==> config.mk <==
export PLATFORM = sky130hd
export DESIGN_NAME = write_back_controller
export DESIGN_NICKNAME = d
export VERILOG_FILES = /design/src/rtl/write_back_controller.sv
export SDC_FILE = /design/constraint.sdc
export NUM_CORES = 1
export LEC_CHECK = 0
export BUFFER_PORTS_ARGS = -buffer_cell sky130_fd_sc_hd__buf_2
export CAP_MARGIN = 40
export CORE_MARGIN = 4
export CORE_UTILIZATION = 35
export DETAILED_ROUTE_END_ITERATION = 10
export PLACE_DENSITY = 0.69
export SYNTH_ARGS = -nofsm -noshare
export SYNTH_HDL_FRONTEND = slang
export SYNTH_SLANG_ARGS = --single-unit
export TNS_END_PERCENT = 30
==> constraint.sdc <==
create_clock -name clk -period 2.8 [get_ports clk]
set_input_delay 0.56 -clock clk [delete_from_list [all_inputs] [get_ports clk]]
set_output_delay 0.56 -clock clk [all_outputs]
set_load 0.05 [all_outputs]
==> src/rtl/write_back_controller.sv <==
// write_back_controller: write-back sequencing with load extraction, miss stall and miss watchdog
module write_back_controller #(
  parameter int MISS_TIMEOUT  = 255,
  parameter int TIMEOUT_WIDTH = 16
) (
  input  logic        clk,
  input  logic        rst_n,
  input  logic        valid_in,
  output logic        ready_out,
  input  logic        reg_write_in,
  input  logic        mem_read_in,
  input  logic [2:0]  load_type_in,
  input  logic [4:0]  rd_addr_in,
  input  logic [31:0] alu_out_in,
  input  logic        data_cache_hit_in,
  input  logic [31:0] data_cache_out_data,
  input  logic        flush_in,
  output logic        write_back_mux_select_out,
  output logic        rf_write_en_out,
  output logic [4:0]  rf_write_addr_out,
  output logic [31:0] rf_write_data_out,
  output logic        stall_out,
  output logic        timeout_error_out
);
  localparam logic IDLE = 1'b0;
  localparam logic WAIT = 1'b1;
  logic                     state;
  logic [TIMEOUT_WIDTH-1:0] cnt;
  logic [4:0]               h_rd;
  logic [2:0]               h_type;
  logic [1:0]               h_off;
  logic                     h_rw;
  logic                     idle, accept, commit, c_rw, c_sel, timeout;
  logic [4:0]               c_rd;
  logic [31:0]              c_data;
  function automatic logic [31:0] ext(input logic [31:0] w, input logic [2:0] t, input logic [1:0] o);
    logic [7:0]  b;
    logic [15:0] h;
    b = w[{o, 3'b000} +: 8];
    h = o[1] ? w[31:16] : w[15:0];
    return t == 3'b000 ? {{24{b[7]}}, b} :
           t == 3'b100 ? {24'b0, b} :
           t == 3'b001 ? {{16{h[15]}}, h} :
           t == 3'b101 ? {16'b0, h} : w;
  endfunction
  assign idle      = state == IDLE;
  assign ready_out = idle;
  assign stall_out = ~idle;
  assign accept    = valid_in & idle & ~flush_in;
  assign timeout   = cnt == TIMEOUT_WIDTH'(MISS_TIMEOUT - 1);
  // Select the instruction that retires this cycle: a fresh one from IDLE or the held load in WAIT
  always_comb begin
    commit = idle ? accept & (~mem_read_in | data_cache_hit_in) : ~flush_in & data_cache_hit_in;
    c_sel  = idle ? mem_read_in : 1'b1;
    c_rd   = idle ? rd_addr_in : h_rd;
    c_rw   = idle ? reg_write_in : h_rw;
    c_data = (idle & ~mem_read_in) ? alu_out_in :
             ext(data_cache_out_data, idle ? load_type_in : h_type, idle ? alu_out_in[1:0] : h_off);
  end
  // State, held miss context, watchdog and registered write-back outputs
  always_ff @(posedge clk or negedge rst_n) begin
    if (!rst_n) begin
      state                     <= IDLE;
      cnt                       <= '0;
      h_rd                      <= '0;
      h_type                    <= '0;
      h_off                     <= '0;
      h_rw                      <= 1'b0;
      write_back_mux_select_out <= 1'b0;
      rf_write_en_out           <= 1'b0;
      rf_write_addr_out         <= '0;
      rf_write_data_out         <= '0;
      timeout_error_out         <= 1'b0;
    end else begin
      rf_write_en_out <= commit & c_rw & (c_rd != 5'd0);
      if (commit) begin
        write_back_mux_select_out <= c_sel;
        rf_write_addr_out         <= c_rd;
        rf_write_data_out         <= c_data;
      end
      if (idle) begin
        if (accept & mem_read_in & ~data_cache_hit_in) begin
          state  <= WAIT;
          cnt    <= '0;
          h_rd   <= rd_addr_in;
          h_type <= load_type_in;
          h_off  <= alu_out_in[1:0];
          h_rw   <= reg_write_in;
        end
      end else if (flush_in | data_cache_hit_in) begin
        state <= IDLE;
      end else if (timeout) begin
        state             <= IDLE;
        timeout_error_out <= 1'b1;
      end else begin
        cnt <= cnt + 1'b1;
      end
    end
  end
endmodule

==> results of run 1 <==
## metrics by stage
step	utilization, %	hold slack, ns	setup slack (ns)
finish	45.46	0.2808	0.3499
global route	45.46	0.3476	0.1674
CTS	45.46	0.2933	0.3621
detailed placement	42.66	0.4672	0.3679
global placement	42.66	0.4563	0.4814
floorplan	-	0.2644	0.3952
## per-layer routing
layer	part of all wire, %	vias to the layer above	GRT usage (%)
met5	0	-	0
met4	2.0	0	6.116
met3	4.7	20	4.267
met2	49	115	30.57
met1	45	1868	24.90
li1	-	1876	-
## power by group
part,switching (W),internal [W]
combinational,0.000751,0.000303
sequential,0.0000944,0.00113
clock,0.000421,0.000785
## final cells by class
class / count / area [um^2]
fill: 1117 / 6281
clock buffer: 13 / 280.3
inverter: 7 / 26.28
timing repair buffer: 134 / 718.2
sequential: 68 / 1702
clock inverter: 3 / 42.54
multi-input combinational: 354 / 2287
tap: 143 / 178.9
## logic make-up (layout without fill, tap and decap cells)
| kind of cell | count (synthesis) | count (layout) | share of synthesized area [%] |
|---|---|---|---|
| xor gates and xnor gates | 10 | 10 | 2.114 |
| buffers and inverters | 35 | 157 | 4.349 |
| DFF | 68 | 68 | 41.08 |
| and+or+nand+nor | 191 | 191 | 21.41 |
| adders and majority gates | 2 | 2 | 0.6040 |
| muxes | 48 | 48 | 13.02 |
| AOI/OAI and AO/OA | 103 | 103 | 17.43 |
## flip-flops by register name (all words and copies together) (netlist names)
register	cells
rf_write_data_out	32
cnt	16
h_rd	5
rf_write_addr_out	5
h_type	3
h_off	2
h_rw	1
rf_write_en_out	1
stall_out	1
timeout_error_out	1
write_back_mux_select_out	1
## worst max path at each step
stage | to | start
floorplan | rf_write_data_out[19] | stall_out
CTS | rf_write_data_out[17] | stall_out
detailed placement | rf_write_data_out[17] | stall_out
global route | rf_write_data_out[17] | stall_out
global placement | rf_write_data_out[31] | alu_out_in[1]
finish | rf_write_data_out[24] | stall_out
## Yosys cell counts, drive strengths merged, types with 2 or more instances
library cell / instances
nand2: 73
dfrtp: 68
nor2: 42
o21ai: 32
mux2i: 31
a21oi: 26
nand3: 23
nor3: 18
mux2: 17
a211oi: 16
buf: 14
clkbuf: 14
or3: 9
inv: 7
xor2: 7
a22oi: 5
o211ai: 5
or4: 5
nor4: 4
o2111ai: 4
o31ai: 4
and2: 3
nand4: 3
o22ai: 3
xnor2: 3
and3: 2
ha: 2
or3b: 2
==> qor.txt, run 1 <==
status -> complete, no violations
CTS tree -> built
max incr delay on CP -> 0.56 ns
CP bufs+invs -> 1
crit-path max FO -> 17
synth unique cells -> 52
DRC Markers -> 0
final hold violation count -> 0
Synth top area share -> 41.08%
synthesis-stage register bit count -> 68
Clock Latency Late Sink -> 0.33 ns
vias in the first global route -> 3,946
gpl congestion -> 0.8828
largest net degree at the start of global routing -> 41
Clock Skew -> 0.005508 ns
Async SR Flop Fraction -> 100.0%
hold buffer count at cts -> 0
first-pass GRT wire length -> 20,090 um
r2r worst-path depth -> 6
ant diodes -> 0
Least-Margin Pin Slew -> 0.9356 ns
commonest non-fill, non-tap cell in the layout -> buf_2
register area share after synthesis -> 41.08%
clk slew on worst S/H paths -> 0.06 ns
total power -> 0.003483 W
RSZ-0062 raised after global routing -> no
Area Overhead vs Synth -> 26.37%
FF-to-FF End -> rf_write_data_out[24]
H-tree depth -> 3
placed cell count -> 706
Overflow after GRT -> 0
CP delay by family, top -> compound AO/OA/AOI/OAI gates
core outline area -> 0.01152 mm^2
f_max -> 0.4082 GHz
crit path kind -> register to register
Critical Path RT -> 2.97 ns
Die Wd -> 116.8 um
total number of cells along the worst setup path -> 6
Hold Path Class -> input pin to asynchronous set/reset pin
Avg Cell Area, Syn -> 9.065 um^2
design area -> 0.005235 mm^2
drt pass-1 iters -> 4
Initial DRC Count -> 139
CP Capture Type -> register
die height -> 116.8 um
number of synthesized flops with an enable pin -> 0
headroom to the max-slew limit -> 37.63%
final period utilization -> 87.50%
Slowest-stage cell, CP -> a21boi_4
Pwr Density -> 665.4 mW/mm^2
antenna viol nets, final -> 0
post-route setup TNS -> 0 ns
Vias -> 3,879
Post-CTS Setup Inserts -> 0
Root Buffer -> clkbuf_16
fin nets -> 655
post-cts resize count -> 0
# rows -> 39
leading area contributor after synthesis -> dfrtp_1
Overall Global Routing Usage -> 18.79%
CTS max path bufs -> 2
crit-path cells -> buf_4 > nand2b_1 > o32a_1 > nor2_1 > a21boi_4 > a211oi_2
minimum clock period after layout -> 2.450 ns
cell count after synthesis -> 457
commonest cells after routing, fill and taps aside -> buf_2, nand2_1, dfrtp_1
Yosys Warn Count -> 0
reg-to-reg slack, setup -> 0.35 ns
Post-Layout Cell Count -> 722
Net Count, Synth -> 538
Top FF cell, synth -> dfrtp_1
Pins Over Slew Limit -> 0
total length of routed wires -> 12,510 um
DP Area -> 0.004912 mm^2
# clock sinks -> 68
Worst Path Arrival -> 2.62 ns
Max Cap Viol -> 0
IO Pins -> 121
initial antenna violation count -> 0
CTS buffer count -> 9
worst r2r src -> stall_out
Mapped Area -> 0.004143 mm^2
crit start category -> register
Final HPWL DP -> 9453 um
number of I/O port buffers -> 120
highest ir drop seen on vdd -> 0.3032 mV
wire length per cell -> 17.32 um
Die ar. -> 0.01364 mm^2
Starting Density -> 35.97%
leading post-synthesis cells by cell area -> dfrtp_1, mux2i_1, nand2_1
Leak Pwr -> 2.431 nW
share of layout cells above drive strength 1 -> 32.47%
vias per inst -> 5.373
Final Setup Violations -> 0
Note: power is estimated with default switching activity, not from simulation.
==> run 2, diff against run 1 <==
--- a/config.mk
+++ b/config.mk
@@ -7,6 +7,7 @@
 export LEC_CHECK = 0
 export BUFFER_PORTS_ARGS = -buffer_cell sky130_fd_sc_hd__buf_2
 export CAP_MARGIN = 40
+export CORE_ASPECT_RATIO = 0.75
 export CORE_MARGIN = 4
 export CORE_UTILIZATION = 35
 export DETAILED_ROUTE_END_ITERATION = 10
==> run 2 against run 1 <==
Via count is 0.80% higher. Critical path depth is 1 lower. Clock skew hardly changed. Critical endpoint is now rf_write_data_out[18]. Largest cell class unchanged.
==> qor.txt, run 2 (synthesis results as in run 1) <==
core outline area -> 0.01157 mm^2
final hold violation count -> 0
post-route setup TNS -> 0 ns
Overflow after GRT -> 0
Worst Path Arrival -> 2.65 ns
CTS buffer count -> 9
design area -> 0.005229 mm^2
Initial DRC Count -> 199
Flop pwr share -> 36.2%
Area Overhead vs Synth -> 26.22%
metal2 WL -> 6033 um
share of layout cells above drive strength 1 -> 31.95%
status -> complete, no violations
highest ir drop seen on vdd -> 0.3078 mV
# clock sinks -> 68
Fin Hold WS -> 0.1951 ns
Post-CTS Setup Inserts -> 0
hold buffer count at cts -> 0
Final HPWL DP -> 9750 um
CP Capture Type -> register
minimum clock period after layout -> 2.479 ns
Regs by FF count -> rf_write_data_out x32, cnt x16
CTS max path bufs -> 2
Final Setup Violations -> 0
wire length per cell -> 17.18 um
total length of routed wires -> 12,730 um
Pins Over Slew Limit -> 0
commonest cells after routing, fill and taps aside -> buf_2, nand2_1, dfrtp_1
drt pass-1 iters -> 4
largest net degree at the start of global routing -> 49
metal3 WL -> 682 um
Clock Power Share -> 32.7%
Switching Share -> 36.80%
Pwr Density -> 648.3 mW/mm^2
clk slew on worst S/H paths -> 0.06 ns
crit-path max FO -> 25
f_max -> 0.4033 GHz
Max Cap Viol -> 0
first-pass GRT wire length -> 20,100 um
DRC Markers -> 0
vias per inst -> 5.277
Critical Path RT -> 2.97 ns
Net Switching -> 0.001248 W
final period utilization -> 88.55%
max reg flops -> 32
gpl congestion -> 0.8765
vias in the first global route -> 3,917
Hold Path Class -> input pin to asynchronous set/reset pin
internal power -> 0.002142 W
IO Pins -> 121
Root Buffer -> clkbuf_16
initial antenna violation count -> 0
Least-Margin Pin Slew -> 0.6195 ns
Starting Density -> 35.80%
CTS tree -> built
antenna viol nets, final -> 0
crit path kind -> register to register
placed cell count -> 726
Clock Skew -> 0.005971 ns
die height -> 102.2 um
Clock Latency Late Sink -> 0.33 ns
headroom to the max-slew limit -> 58.70%
Die ar. -> 0.01366 mm^2
number of I/O port buffers -> 120
Leak Pwr -> 2.416 nW
ant diodes -> 0
Die Wd -> 133.6 um
RSZ-0062 raised after global routing -> no
post-cts resize count -> 0
top sig layer -> met4
H-tree depth -> 3
Vias -> 3,910
DP Area -> 0.004943 mm^2
fin nets -> 656
commonest non-fill, non-tap cell in the layout -> buf_2
Post-Layout Cell Count -> 741
metal1 wirelength -> 5860 um
combinational power share -> 31.2%
crit start category -> register
# rows -> 34
reg-to-reg slack, setup -> 0.32 ns
largest reg by FF count -> rf_write_data_out
Overall Global Routing Usage -> 18.49%
## run 2: changes by cell type in the layout (fill, tap and decap cells not counted), sizes merged
cell | previous run | this run
buf | 134 | 135
clkinvlp | 1 | 0
## run 2: path summary, 6_finish.rpt
kind                                         end              start  cells past startpoint
max                        rf_write_data_out[18]          stall_out                      5
min                                       cnt[3]              rst_n                      1
max reg2reg                rf_write_data_out[18]          stall_out                      5
min reg2reg                    timeout_error_out  timeout_error_out                      2
max in group asynchronous  rf_write_data_out[26]              rst_n                      2
min in group clk                       h_type[2]    load_type_in[2]                      3
## run 2: critical path: stages, from the launching register on
cell      delay [ns]
dfrtp_1         0.40
buf_4           0.35
o32a_1          0.62
nor2_1          0.22
a21boi_4        0.54
a211oi_1        0.16
## run 2: power groups by stage
stage                     registers [W]  logic [W]  clock network (W)
final                           0.00123    0.00106            0.00111
after global routing            0.00124    0.00113            0.00118
after CTS                       0.00123    0.00106            0.00113
after detailed placement        0.00124    0.00106                  0
after global placement          0.00124    0.00104                  0
after floorplan                 0.00162   0.000348                  0
## run 2: through the flow
stage / util, % / total power (W) / worst slack [ns]
finish: 45.19 / 0.003390 / 0.3205
global route: 45.19 / 0.003551 / 0.1634
CTS: 45.19 / 0.003419 / 0.3647
detailed placement: 42.72 / 0.002298 / 0.2814
global placement: 42.72 / 0.002278 / 0.3787
floorplan: - / 0.001970 / 0.3952
## run 2: metal layers
| metal | vias to the layer above | GRT usage [%] |
|---|---|---|
| met5 | - | 0 |
| met4 | 0 | 4.980 |
| met3 | 13 | 4.232 |
| met2 | 135 | 30.15 |
| met1 | 1887 | 25.11 |
| li1 | 1875 | - |
## run 2: layout make-up
cell class                      count  area, um^2
Clock buffer                       13       250.2
Clock inverter                      2       35.03
Fill cell                        1142        6342
Inverter                            7       26.28
Multi-Input combinational cell    354        2287
Sequential cell                    68        1702
Tap cell                          162       202.7
Timing Repair Buffer              135       725.7
